==> src/rtl/data_mem_ctrl_pkg.sv <==
// Shared types and constants for the data-memory responder.
package data_mem_ctrl_pkg;

  localparam int WORD_W = 32;
  localparam logic [WORD_W-1:0] ALIGN_MASK = 32'h0000_0003;

  typedef enum logic [2:0] {
    IDLE  = 3'd0,
    WRITE = 3'd1,
    ISSUE = 3'd2,
    WAIT  = 3'd3,
    RESP  = 3'd4,
    ERR   = 3'd5
  } state_t;

endpackage

==> src/rtl/mem_addr_check.sv <==
// Maps a CPU byte address onto a BRAM word address and classifies bad accesses.
module mem_addr_check
  import data_mem_ctrl_pkg::*;
#(
  parameter int          BRAM_AW   = 14,
  parameter logic [31:0] BASE_ADDR = 32'h0000_0000
) (
  input  logic [WORD_W-1:0]  mem_addr,
  input  logic               mem_rd,
  input  logic               mem_wr,
  output logic [BRAM_AW-1:0] bram_addr,
  output logic               bad_align,
  output logic               bad_range,
  output logic               bad_both
);

  logic [WORD_W-1:0] off;

  // Wrapping subtraction: addresses below BASE_ADDR become huge offsets and fail the range test.
  assign off       = mem_addr - BASE_ADDR;
  assign bram_addr = off[BRAM_AW+1:2];
  assign bad_align = (off & ALIGN_MASK) != '0;
  assign bad_range = off[WORD_W-1:BRAM_AW+2] != '0;
  assign bad_both  = mem_rd & mem_wr;

endmodule

==> src/rtl/data_mem_ctrl.sv <==
// Responder for the CPU data-memory port: registers each request into a synchronous
// BRAM, stalls the pipeline across the read latency and pulses mem_err on bad accesses.
//
// state | meaning
// IDLE  | sample request; stall combinationally while one is present
// WRITE | BRAM write strobe, release the pipeline
// ISSUE | BRAM read strobe, load latency counter
// WAIT  | count down remaining read latency
// RESP  | capture bram_rdata into mem_rdata, release
// ERR   | one-cycle mem_err pulse, clear mem_rdata, release
module data_mem_ctrl
  import data_mem_ctrl_pkg::*;
#(
  parameter int          BRAM_AW   = 14,
  parameter int          RD_LAT    = 2,
  parameter logic [31:0] BASE_ADDR = 32'h0000_0000
) (
  input  logic               clk,
  input  logic               rst_n,
  input  logic [WORD_W-1:0]  mem_addr,
  input  logic [WORD_W-1:0]  mem_wdata,
  input  logic               mem_rd,
  input  logic               mem_wr,
  output logic [WORD_W-1:0]  mem_rdata,
  output logic               mem_stall,
  output logic               mem_err,
  output logic               bram_en,
  output logic               bram_we,
  output logic [BRAM_AW-1:0] bram_addr,
  output logic [WORD_W-1:0]  bram_wdata,
  input  logic [WORD_W-1:0]  bram_rdata
);

  localparam logic [2:0] LAT_LOAD = 3'(RD_LAT - 1);

  state_t             state;
  logic [2:0]         lat_cnt;
  logic [BRAM_AW-1:0] chk_addr;
  logic               bad_align;
  logic               bad_range;
  logic               bad_both;
  logic               req;
  logic               bad;

  mem_addr_check #(
    .BRAM_AW  (BRAM_AW),
    .BASE_ADDR(BASE_ADDR)
  ) u_addr_check (
    .mem_addr (mem_addr),
    .mem_rd   (mem_rd),
    .mem_wr   (mem_wr),
    .bram_addr(chk_addr),
    .bad_align(bad_align),
    .bad_range(bad_range),
    .bad_both (bad_both)
  );

  assign req = mem_rd | mem_wr;
  assign bad = bad_align | bad_range | bad_both;

  // The IDLE stall must react in the same cycle the request appears, so it is not registered.
  assign mem_stall = (state == IDLE) ? (rst_n & req) : ((state == ISSUE) || (state == WAIT));

  always_ff @(posedge clk or negedge rst_n) begin
    if (!rst_n) begin
      state      <= IDLE;
      lat_cnt    <= '0;
      mem_rdata  <= '0;
      mem_err    <= 1'b0;
      bram_en    <= 1'b0;
      bram_we    <= 1'b0;
      bram_addr  <= '0;
      bram_wdata <= '0;
    end else begin
      bram_en <= 1'b0;
      bram_we <= 1'b0;
      mem_err <= 1'b0;
      case (state)
        IDLE: begin
          if (req) begin
            if (bad) begin
              state   <= ERR;
              mem_err <= 1'b1;
            end else if (mem_wr) begin
              state      <= WRITE;
              bram_addr  <= chk_addr;
              bram_wdata <= mem_wdata;
              bram_en    <= 1'b1;
              bram_we    <= 1'b1;
            end else begin
              state     <= ISSUE;
              bram_addr <= chk_addr;
              bram_en   <= 1'b1;
            end
          end
        end
        WRITE: state <= IDLE;
        ISSUE: begin
          lat_cnt <= LAT_LOAD;
          state   <= (RD_LAT == 1) ? RESP : WAIT;
        end
        WAIT: begin
          lat_cnt <= lat_cnt - 3'd1;
          if (lat_cnt == 3'd1) state <= RESP;
        end
        RESP: begin
          mem_rdata <= bram_rdata;
          state     <= IDLE;
        end
        ERR: begin
          mem_rdata <= '0;
          state     <= IDLE;
        end
        default: state <= IDLE;
      endcase
    end
  end

endmodule

==> config.mk <==
export PLATFORM = sky130hd
export DESIGN_NAME = data_mem_ctrl
export DESIGN_NICKNAME = d
export VERILOG_FILES = /design/src/rtl/data_mem_ctrl_pkg.sv /design/src/rtl/mem_addr_check.sv /design/src/rtl/data_mem_ctrl.sv
export SDC_FILE = /design/constraint.sdc
export NUM_CORES = 1
export LEC_CHECK = 0
export CAP_MARGIN = 30
export CORE_ASPECT_RATIO = 1.2
export CORE_MARGIN = 4
export CORE_UTILIZATION = 44
export CTS_BUF_LIST = sky130_fd_sc_hd__clkbuf_4
export CTS_CLUSTER_SIZE = 28
export DETAILED_ROUTE_END_ITERATION = 10
export PLACE_DENSITY = 0.93
export SETUP_SLACK_MARGIN = 0.3
export SYNTH_ARGS = -nofsm -noshare
export SYNTH_HDL_FRONTEND = slang
export SYNTH_SLANG_ARGS = --single-unit
==> constraint.sdc <==
create_clock -name clk -period 4.9 [get_ports clk]
set_input_delay 0.49 -clock clk [delete_from_list [all_inputs] [get_ports clk]]
set_output_delay 0.49 -clock clk [all_outputs]
set_load 0.01 [all_outputs]
* Word-level counts from Yosys, hierarchy flattened
Index checks and enable logic that the tools add are counted.
** Operators by class
- Muxes and demuxes :: 18
- $add $sub $neg :: 1
- Bitwise logic cells :: 6
- Reductions and logical operators :: 9
- Eq/ne operators :: 7
** Operator list (count)
- $pmux W32 S2 :: 1
- $reduce_bool A32 Y1 :: 1
- $reduce_bool A16 Y1 :: 1
- $mux W1 :: 11
- $mux W3 :: 3
- $pmux W3 S3 :: 1
- $eq A3 B2 Y1 const B :: 2
- $eq A3 B3 Y1 const B :: 2
- $pmux W3 S2 :: 1
- $reduce_and A4 Y1 :: 1
- $reduce_bool A2 Y1 :: 2
- $eq A3 B1 Y1 const B :: 1
- $logic_not A3 Y1 :: 1
- $or A1 B1 Y1 :: 3
- $reduce_and A3 Y1 :: 1
- $sub A3 B1 Y3 const B :: 1
- $and A1 B1 Y1 :: 2
- $mux W2 :: 1
- $ne A2 B1 Y1 const B :: 1
- $ne A2 B2 Y1 const B :: 1
- $reduce_and A2 Y1 :: 1
- $logic_or A1 B1 Y1 :: 1
- $not A1 Y1 :: 1
** Word-level totals
- Register bits after elaboration :: 87
- Word-level logic and storage cells :: 49
- Output and inout port bits :: 82
- Input port bits :: 100

* Depth between registers and ports, before layout
Gate-level depths: netlist (run 1).
- Depth in word-level cells :: 6
- Gate-level depth with buffers :: 5

* Modules after synthesis
A second synthesis (run 1) with hierarchy kept.
** Second synthesis, totals
- Cells, all modules :: 301
- Area, all modules :: 3809.9 um^2
** By module, submodules not included
- data_mem_ctrl :: area each 3661.0 um^2, times used 1, cells an instance 280, seq. area each 2177.1 um^2
- mem_addr_check :: area each 148.9 um^2, times used 1, cells an instance 21, seq. area each 0.0 um^2

* Worst setup path after synthesis (run 1)
OpenSTA, ideal clock, no wires.
- Kind :: in2reg
- Start :: input mem_addr[21]
- End :: register bram_wdata[1]
- Required time :: 4.775 ns
- Slack :: 2.925 ns
- Buffers on the path :: 1
- Arrival time :: 1.850 ns
- Stages on the path :: 5
- Cell sequence :: nor4_1 nand3_2 nor3_4 buf_6 mux2_2
** Between the ends
- Longest elaborated chain between the ends :: 5
** RTL lines
- start: declaration :: RTL line data_mem_ctrl.sv:20 : input logic [WORD_W-1:0] mem_addr,
- $reduce_bool A16 Y1 :: RTL line mem_addr_check.sv:23 : assign bad_range = off[WORD_W-1:BRAM_AW+2] != '0;
- $or A1 B1 Y1 (2 in series) :: RTL line data_mem_ctrl.sv:59 : assign bad = bad_align | bad_range | bad_both;
- $not A1 Y1 (no line)
- $reduce_and A4 Y1 (no line)
- end signal: assignment :: RTL line data_mem_ctrl.sv:87 : bram_wdata <= mem_wdata;
- end: declaration :: RTL line data_mem_ctrl.sv:30 : output logic [WORD_W-1:0] bram_wdata,
No other way between the ends.
A chain may end at the register's enable or synchronous reset.

* Worst setup path in the final report (run 1)
- Start :: register state[0]
- End :: output mem_stall
** Between the ends
- Longest elaborated chain between the ends :: 3
- Elaborated cells between the ends (all ways) :: 5
- Classes of those cells :: eq/ne: 2; mux: 1; reduce/logical: 2
** RTL lines
- start: declaration :: RTL line data_mem_ctrl.sv:36 : state_t state;
- start signal: assignment :: RTL line data_mem_ctrl.sv:100 : state <= (RD_LAT == 1) ? RESP : WAIT;
- $eq A3 B2 Y1 :: RTL line data_mem_ctrl.sv:62 : assign mem_stall = (state == IDLE) ? (rst_n & req) : ((state == ISSUE) || (state == WAIT));
- $logic_or A1 B1 Y1 :: RTL line data_mem_ctrl.sv:62
- $mux W1 * :: RTL line data_mem_ctrl.sv:62
- end: declaration :: RTL line data_mem_ctrl.sv:25 : output logic mem_stall,
Every way passes the cells marked *; elsewhere a longest branch is shown, timed or not.

==> results of run 1 <==
layout make-up:
type | count | area (um2) | share of cell area
clock inverters | 7 | 48.8 | 0.00886
clock buffers | 9 | 67.6 | 0.0123
inverters | 4 | 15.0 | 0.00273
well taps | 92 | 115 | 0.0209
repair buffers | 183 | 1820 | 0.331
flip-flops and latches | 87 | 2180 | 0.395
multi-input cells | 182 | 1260 | 0.229
stage by stage:
step / instance area [um2] / setup slack (ns) / hold slack, ns
2_1_floorplan: 3540 / 2.92 / 0.194
3_3_place_gp: 5390 / 2.07 / 0.461
3_5_place_dp: 5390 / 2.02 / 0.471
4_1_cts: 5510 / 1.71 / 0.00688
5_1_grt: 5510 / 1.43 / 0.00425
6_report: 5510 / 1.78 / 0.0153
cells in the mapped netlist (all sizes together), types with 2 or more instances:
| cell type | count |
|---|---|
| dfrtp | 87 |
| mux2 | 46 |
| nand2 | 37 |
| o21ai | 37 |
| nand2b | 35 |
| clkbuf | 12 |
| nor3 | 6 |
| buf | 4 |
| inv | 4 |
| nor2 | 4 |
| nor4 | 4 |
| a21oi | 2 |
| ha | 2 |
power by group:
part | internal, mW | total, mW | leakage (nW) | switching (mW)
clock network | 0.105 | 0.347 | 0.0661 | 0.242
logic | 0.404 | 0.712 | 1.22 | 0.308
registers | 0.862 | 0.967 | 1.18 | 0.105
per-layer routing:
metal,global-route usage,vias up
met3,0.115,11
met5,0,-
met2,0.361,149
met1,0.225,1305
li1,-,1337
met4,0.0547,0
kinds of logic (layout without fill, tap and decap cells):
logic type / count (synthesis) / after routing
flip-flops: 87 / 87
multiplexers: 46 / 46
AND/OR/NAND/NOR: 90 / 90
adder cells (fa/ha/maj): 2 / 2
buffers and inverters: 20 / 203
AO/OA/AOI/OAI: 44 / 44
layout by cell type (no fill, tap or decap), types with 4 or more instances in the layout:
cell type / netlist / layout
clkbuf_4: 0 / 9
clkdlybuf4s50_1: 0 / 180
dfrtp_1: 87 / 87
inv_1: 4 / 4
mux2_2: 44 / 44
nand2_1: 37 / 37
nand2b_1: 35 / 34
nor2_1: 4 / 4
nor3_1: 4 / 4
nor4_1: 4 / 4
o21ai_0: 36 / 36
flip-flops by register name, summed over array words and instances, names as in the netlist:
register	cells
state	3
lat_cnt	3
bram_we	1
bram_wdata	32
bram_addr	14
bram_en	1
mem_err	1
mem_rdata	32
worst max-delay path, stage by stage (launching register included):
cell,delay (ns)
dfrtp_1,0.76
nor3_1,0.44
o21ai_1,0.26
o21ai_0,0.21
clkdlybuf4s50_1,0.56
how the worst max path moves through the flow:
stage | from | endpoint | slack [ns]
after global routing | state[0]$_DFFE_PN0P_ | mem_stall | 1.43
after floorplan | mem_addr[21] | bram_wdata[1]$_DFFE_PN0P_ | 2.92
after detailed placement | mem_wr | bram_wdata[10]$_DFFE_PN0P_ | 2.02
after CTS | state[0]$_DFFE_PN0P_ | mem_stall | 1.71
after global placement | mem_wr | bram_wdata[21]$_DFFE_PN0P_ | 2.07
final | state[0]$_DFFE_PN0P_ | mem_stall | 1.78
==> flow_summary.toml, run 1 <==
[logic_synthesis]
postSynthNetCount = 391
syn-mean-instance-area_um2 = 12.3
ys.flop_type = "dfrtp_1"
synth_compound_gate_area_share = 0.0661
synth_edf_count = 0
synth-seq-area-share = 0.615
netlist_instances = 289
yosys.area.top_type_share = 0.615
flip_flop_and_latch_count_after_synthesis = 87
synth.largest_area_cell = "dfrtp_1"
netlist_top_cells_area = "dfrtp_1 61%, mux2_2 14%, nand2b_1 6.2%, o21ai_0 5.1%, nand2_1 3.9%"
yosys-mux-area-fraction = 0.146
synth_warnings = 0
synth_async_sr_flop_share = 1.00
synth_fa_ha_area_frac = 0.00707
area_of_the_mapped_netlist_um2 = 3540
yosys.area_share.simple = 0.136
synth_top_family_by_area = "multiplexers"
synthXorXnorAreaFrac = 0
count_of_different_cell_masters_after_synthesis = 25

[clock_network]
cts-root-to-sink-buffers = 2
insertion_delay_of_the_later_clocked_pin_in_the_worst_skew_pair_ns = 0.42
cts.repair.resized = 0
cts_tree = "built"
cts-root-buf = "clkbuf_4"
post_cts_hold_buffer_count = 0
cts_htree_levels = 3
cts_inserted_buffers = 9
clock_tree_sinks = 87
worst_setup_hold_path_clk_slew_ns = 0.13
number_of_setup_buffers_added_after_cts = 0

[detailed_routing]
via_per_inst = 4.97
met2_length_um = 4750
met3RoutedLength_um = 1200
routed_wire_length_per_instance_um = 17.2
routed_wl_um = 9680
detail_route.first_pass.iterations = 5
detail_route.iter0.violations = 154
routed-via-count = 2802
wirelength_met1_um = 3590
antenna_violating_nets_post_route = 0
post-route-drc-count = 0
maxUsedRoutingLayer = "met4"

[worst_setup_path]
worst_ep_arrival_ns = 2.63
critical_path.reg2reg.startpoint = "state[0]$_DFFE_PN0P_"
r2r_cell_count = 4
critPathRequiredTime_ns = 4.41
rrSetupSlack_ns = 2.30
critical_path_peak_fanout = 39
worstSetupStartpointType = "register"
endpoint_kind = "output port"
r2r-end = "bram_addr[12]$_DFFE_PN0P_"
worst-setup-path-type = "reg2out"

[power]
power_mw = 2.03
powerDensity_nw_per_um2 = 368
leakagePower_nw = 2.46
vdd.ir_drop.worst_uv = 260

[floorplanning]
initial_core_util = 0.457
fp.coreArea_um2 = 7750
number_of_top_level_design_ports = 182
die_area_um2 = 9550
die-height_um = 106
std_cell_rows = 35
die_width_um = 89.9

[finish]
finalNetCount = 569
num_antenna_cells = 0
num-fill-cells = 549
layout-area-overhead-vs-synth_pct = 55.6
drive_above_1_share = 0.144
final-instance-count-excl-fill = 564
finalCoreUtilization = 0.711

[sta]
worst_slew_margin_relative_to_its_limit = 0.341
tightestPinTransition_ns = 0.989
min_clock_period_post_route_ns = 3.12
timing.setup.tns_ns = 0
setup_repair_after_global_routing_missed_its_margin = "false"
number_of_failing_hold_endpoints_at_the_final_stage = 0
finalCritPeriodShare = 0.638
drv_slew = 0
setup_viol_count_final = 0
fmax_mhz = 320
timing.clock.skew_ns = 0.0168

[global_routing]
vias_in_the_first_global_route = 3026
grt_usage = 0.210
initial_antenna_violation_count = 0
grt_overflow = 0
grt_max_degree = 65
grt_pass1_wl_um = 15600

[placement]
buffer_ports.inserted = 181
routabilityCongestion = 0.765
place.detailed.instances = 548
dp_hpwl_um = 7740

[status]
outcome = "finished clean"

[job]
max_cap_violations = 0

[hold_path]
holdCritPathClass = "in2async"
Power figures use the tool's default switching activity.
==> inputs of run 2 (changes only) <==
Settings changed: CORE_UTILIZATION 44 to 37, PLACE_DENSITY 0.93 to 0.83.
Clock period 4.9 ns to 2.6 ns, I/O delays scaled along.
==> flow_summary.toml, run 2 (synthesized netlist as in run 1, its figures left out) <==
[sta]
fmax_mhz = 523
finalCritPeriodShare = 0.735
drv_slew = 0
number_of_failing_hold_endpoints_at_the_final_stage = 0
timing.clock.skew_ns = 0.0179
min_clock_period_post_route_ns = 1.91
tightestPinTransition_ns = 0.542
setup_repair_after_global_routing_missed_its_margin = "false"
timing.setup.tns_ns = 0
setup_viol_count_final = 0
worst_slew_margin_relative_to_its_limit = 0.639

[global_routing]
initial_antenna_violation_count = 0
grt_usage = 0.172
vias_in_the_first_global_route = 2981
grt_max_degree = 65
grt_pass1_wl_um = 15400
grt_overflow = 0

[detailed_routing]
post-route-drc-count = 0
maxUsedRoutingLayer = "met4"
met2_length_um = 4510
routed_wl_um = 9470
via_per_inst = 4.72
antenna_violating_nets_post_route = 0
detail_route.iter0.violations = 54
routed-via-count = 2818
routed_wire_length_per_instance_um = 15.9
met3RoutedLength_um = 958
wirelength_met1_um = 3930
detail_route.first_pass.iterations = 4

[finish]
finalNetCount = 575
most-common-layout-cells = "179 x clkdlybuf4s50_1, 87 x dfrtp_1, 44 x mux2_2"
drive_above_1_share = 0.151
reg.largest.list = "bram_wdata x32, mem_rdata x32, bram_addr x14"
layout-area-overhead-vs-synth_pct = 59.3
mostFrequentLayoutCell = "clkdlybuf4s50_1"
num_antenna_cells = 0
num-fill-cells = 757

[power]
power_mw = 3.87
netSwitchingPower_mw = 1.24
combinationalPowerShare = 0.375
pwr-share-clk = 0.165
vdd.ir_drop.worst_uv = 484
seq_power_share = 0.460
p_int_mw = 2.63
powerDensity_nw_per_um2 = 685
leakagePower_nw = 2.52
p_sw_frac = 0.321

[clock_network]
cts_tree = "built"
insertion_delay_of_the_later_clocked_pin_in_the_worst_skew_pair_ns = 0.42
number_of_setup_buffers_added_after_cts = 0
cts_inserted_buffers = 9
clock_tree_sinks = 87
cts-root-buf = "clkbuf_4"
cts-root-to-sink-buffers = 2
worst_setup_hold_path_clk_slew_ns = 0.13
cts_htree_levels = 3

[placement]
routabilityCongestion = 0.822
buffer_ports.inserted = 181
dp_hpwl_um = 7300

[floorplanning]
die_area_um2 = 11200
die_width_um = 97.3
std_cell_rows = 38
initial_core_util = 0.386
fp.coreArea_um2 = 9180
die-height_um = 115
number_of_top_level_design_ports = 182

[hold_path]
holdCritPathClass = "in2reg"

[worst_setup_path]
worst-setup-path-type = "in2reg"
critical_path_peak_fanout = 32
worst_ep_arrival_ns = 2.22
critPathRequiredTime_ns = 2.91
endpoint_kind = "register"
worstSetupStartpointType = "primary input"

[job]
max_cap_violations = 0

[status]
outcome = "finished clean"
-- run 2: critical path, cell delays in order --
cell and delay (ns):
clkdlybuf4s50_1 0.48, a211oi_1 0.37, nand3_2 0.24, nor3_4 0.27, buf_12 0.23, mux2_2 0.36
-- run 2: timing repair --
action,CTS,global route
pin swaps,1,0
setup endpoints to repair,1,1
endpoints found under the hold margin,40,0
hold buffers,1,0
resized for setup,1,2
-- run 2: routing by layer --
metal	track usage	vias to the layer above
li1	-	1340
met1	0.206	1333
met2	0.283	139
met3	0.0728	6
met4	0.0563	0
met5	0	-
-- run 2: final timing paths --
check	depth (start not counted)	slack, ns	to	startpoint
min in group asynchronous	3	0.54	bram_wdata[12]$_DFFE_PN0P_	rst_n
setup / recovery	6	0.69	bram_wdata[20]$_DFFE_PN0P_	mem_wr
hold reg to reg	2	0.49	mem_rdata[18]$_DFFE_PN0P_	mem_rdata[18]$_DFFE_PN0P_
max in group asynchronous	4	1.46	mem_rdata[27]$_DFFE_PN0P_	rst_n
setup reg to reg	6	0.74	bram_addr[11]$_DFFE_PN0P_	state[1]$_DFFE_PN0P_
hold / removal	3	0.39	mem_rdata[28]$_DFFE_PN0P_	bram_rdata[28]
-- run 2: cell type report --
class	count	area [um2]	area share
Clock buffer	9	67.6	0.0120
Tap cell	120	150	0.0266
Multi-Input combinational cell	182	1270	0.226
Clock inverter	6	38.8	0.00688
Sequential cell	87	2180	0.386
Inverter	4	15.0	0.00266
Timing Repair Buffer	189	1920	0.340
-- run 2: power groups by stage --
stage	clock (mW)	combinational [mW]	sequential (mW)
after floorplan	0	0.460	1.91
after global placement	0	1.41	1.78
after detailed placement	0	1.44	1.80
after CTS	0.677	1.45	1.78
after global routing	0.737	1.61	1.82
final	0.639	1.45	1.78
-- run 2: metrics by stage --
| step | hold WS [ns] | instance area, um2 | instances | setup WS, ns | util |
|---|---|---|---|---|---|
| floorplan | -0.0356 | 3540 | 289 | 0.848 | - |
| global placement | 0.461 | 5460 | 579 | 0.270 | 0.595 |
| detailed placement | 0.383 | 5490 | 580 | 0.213 | 0.598 |
| CTS | 0.353 | 5610 | 596 | 0.313 | 0.612 |
| global route | 0.360 | 5640 | 597 | 0.626 | 0.615 |
| finish | 0.393 | 5640 | 597 | 0.689 | 0.615 |
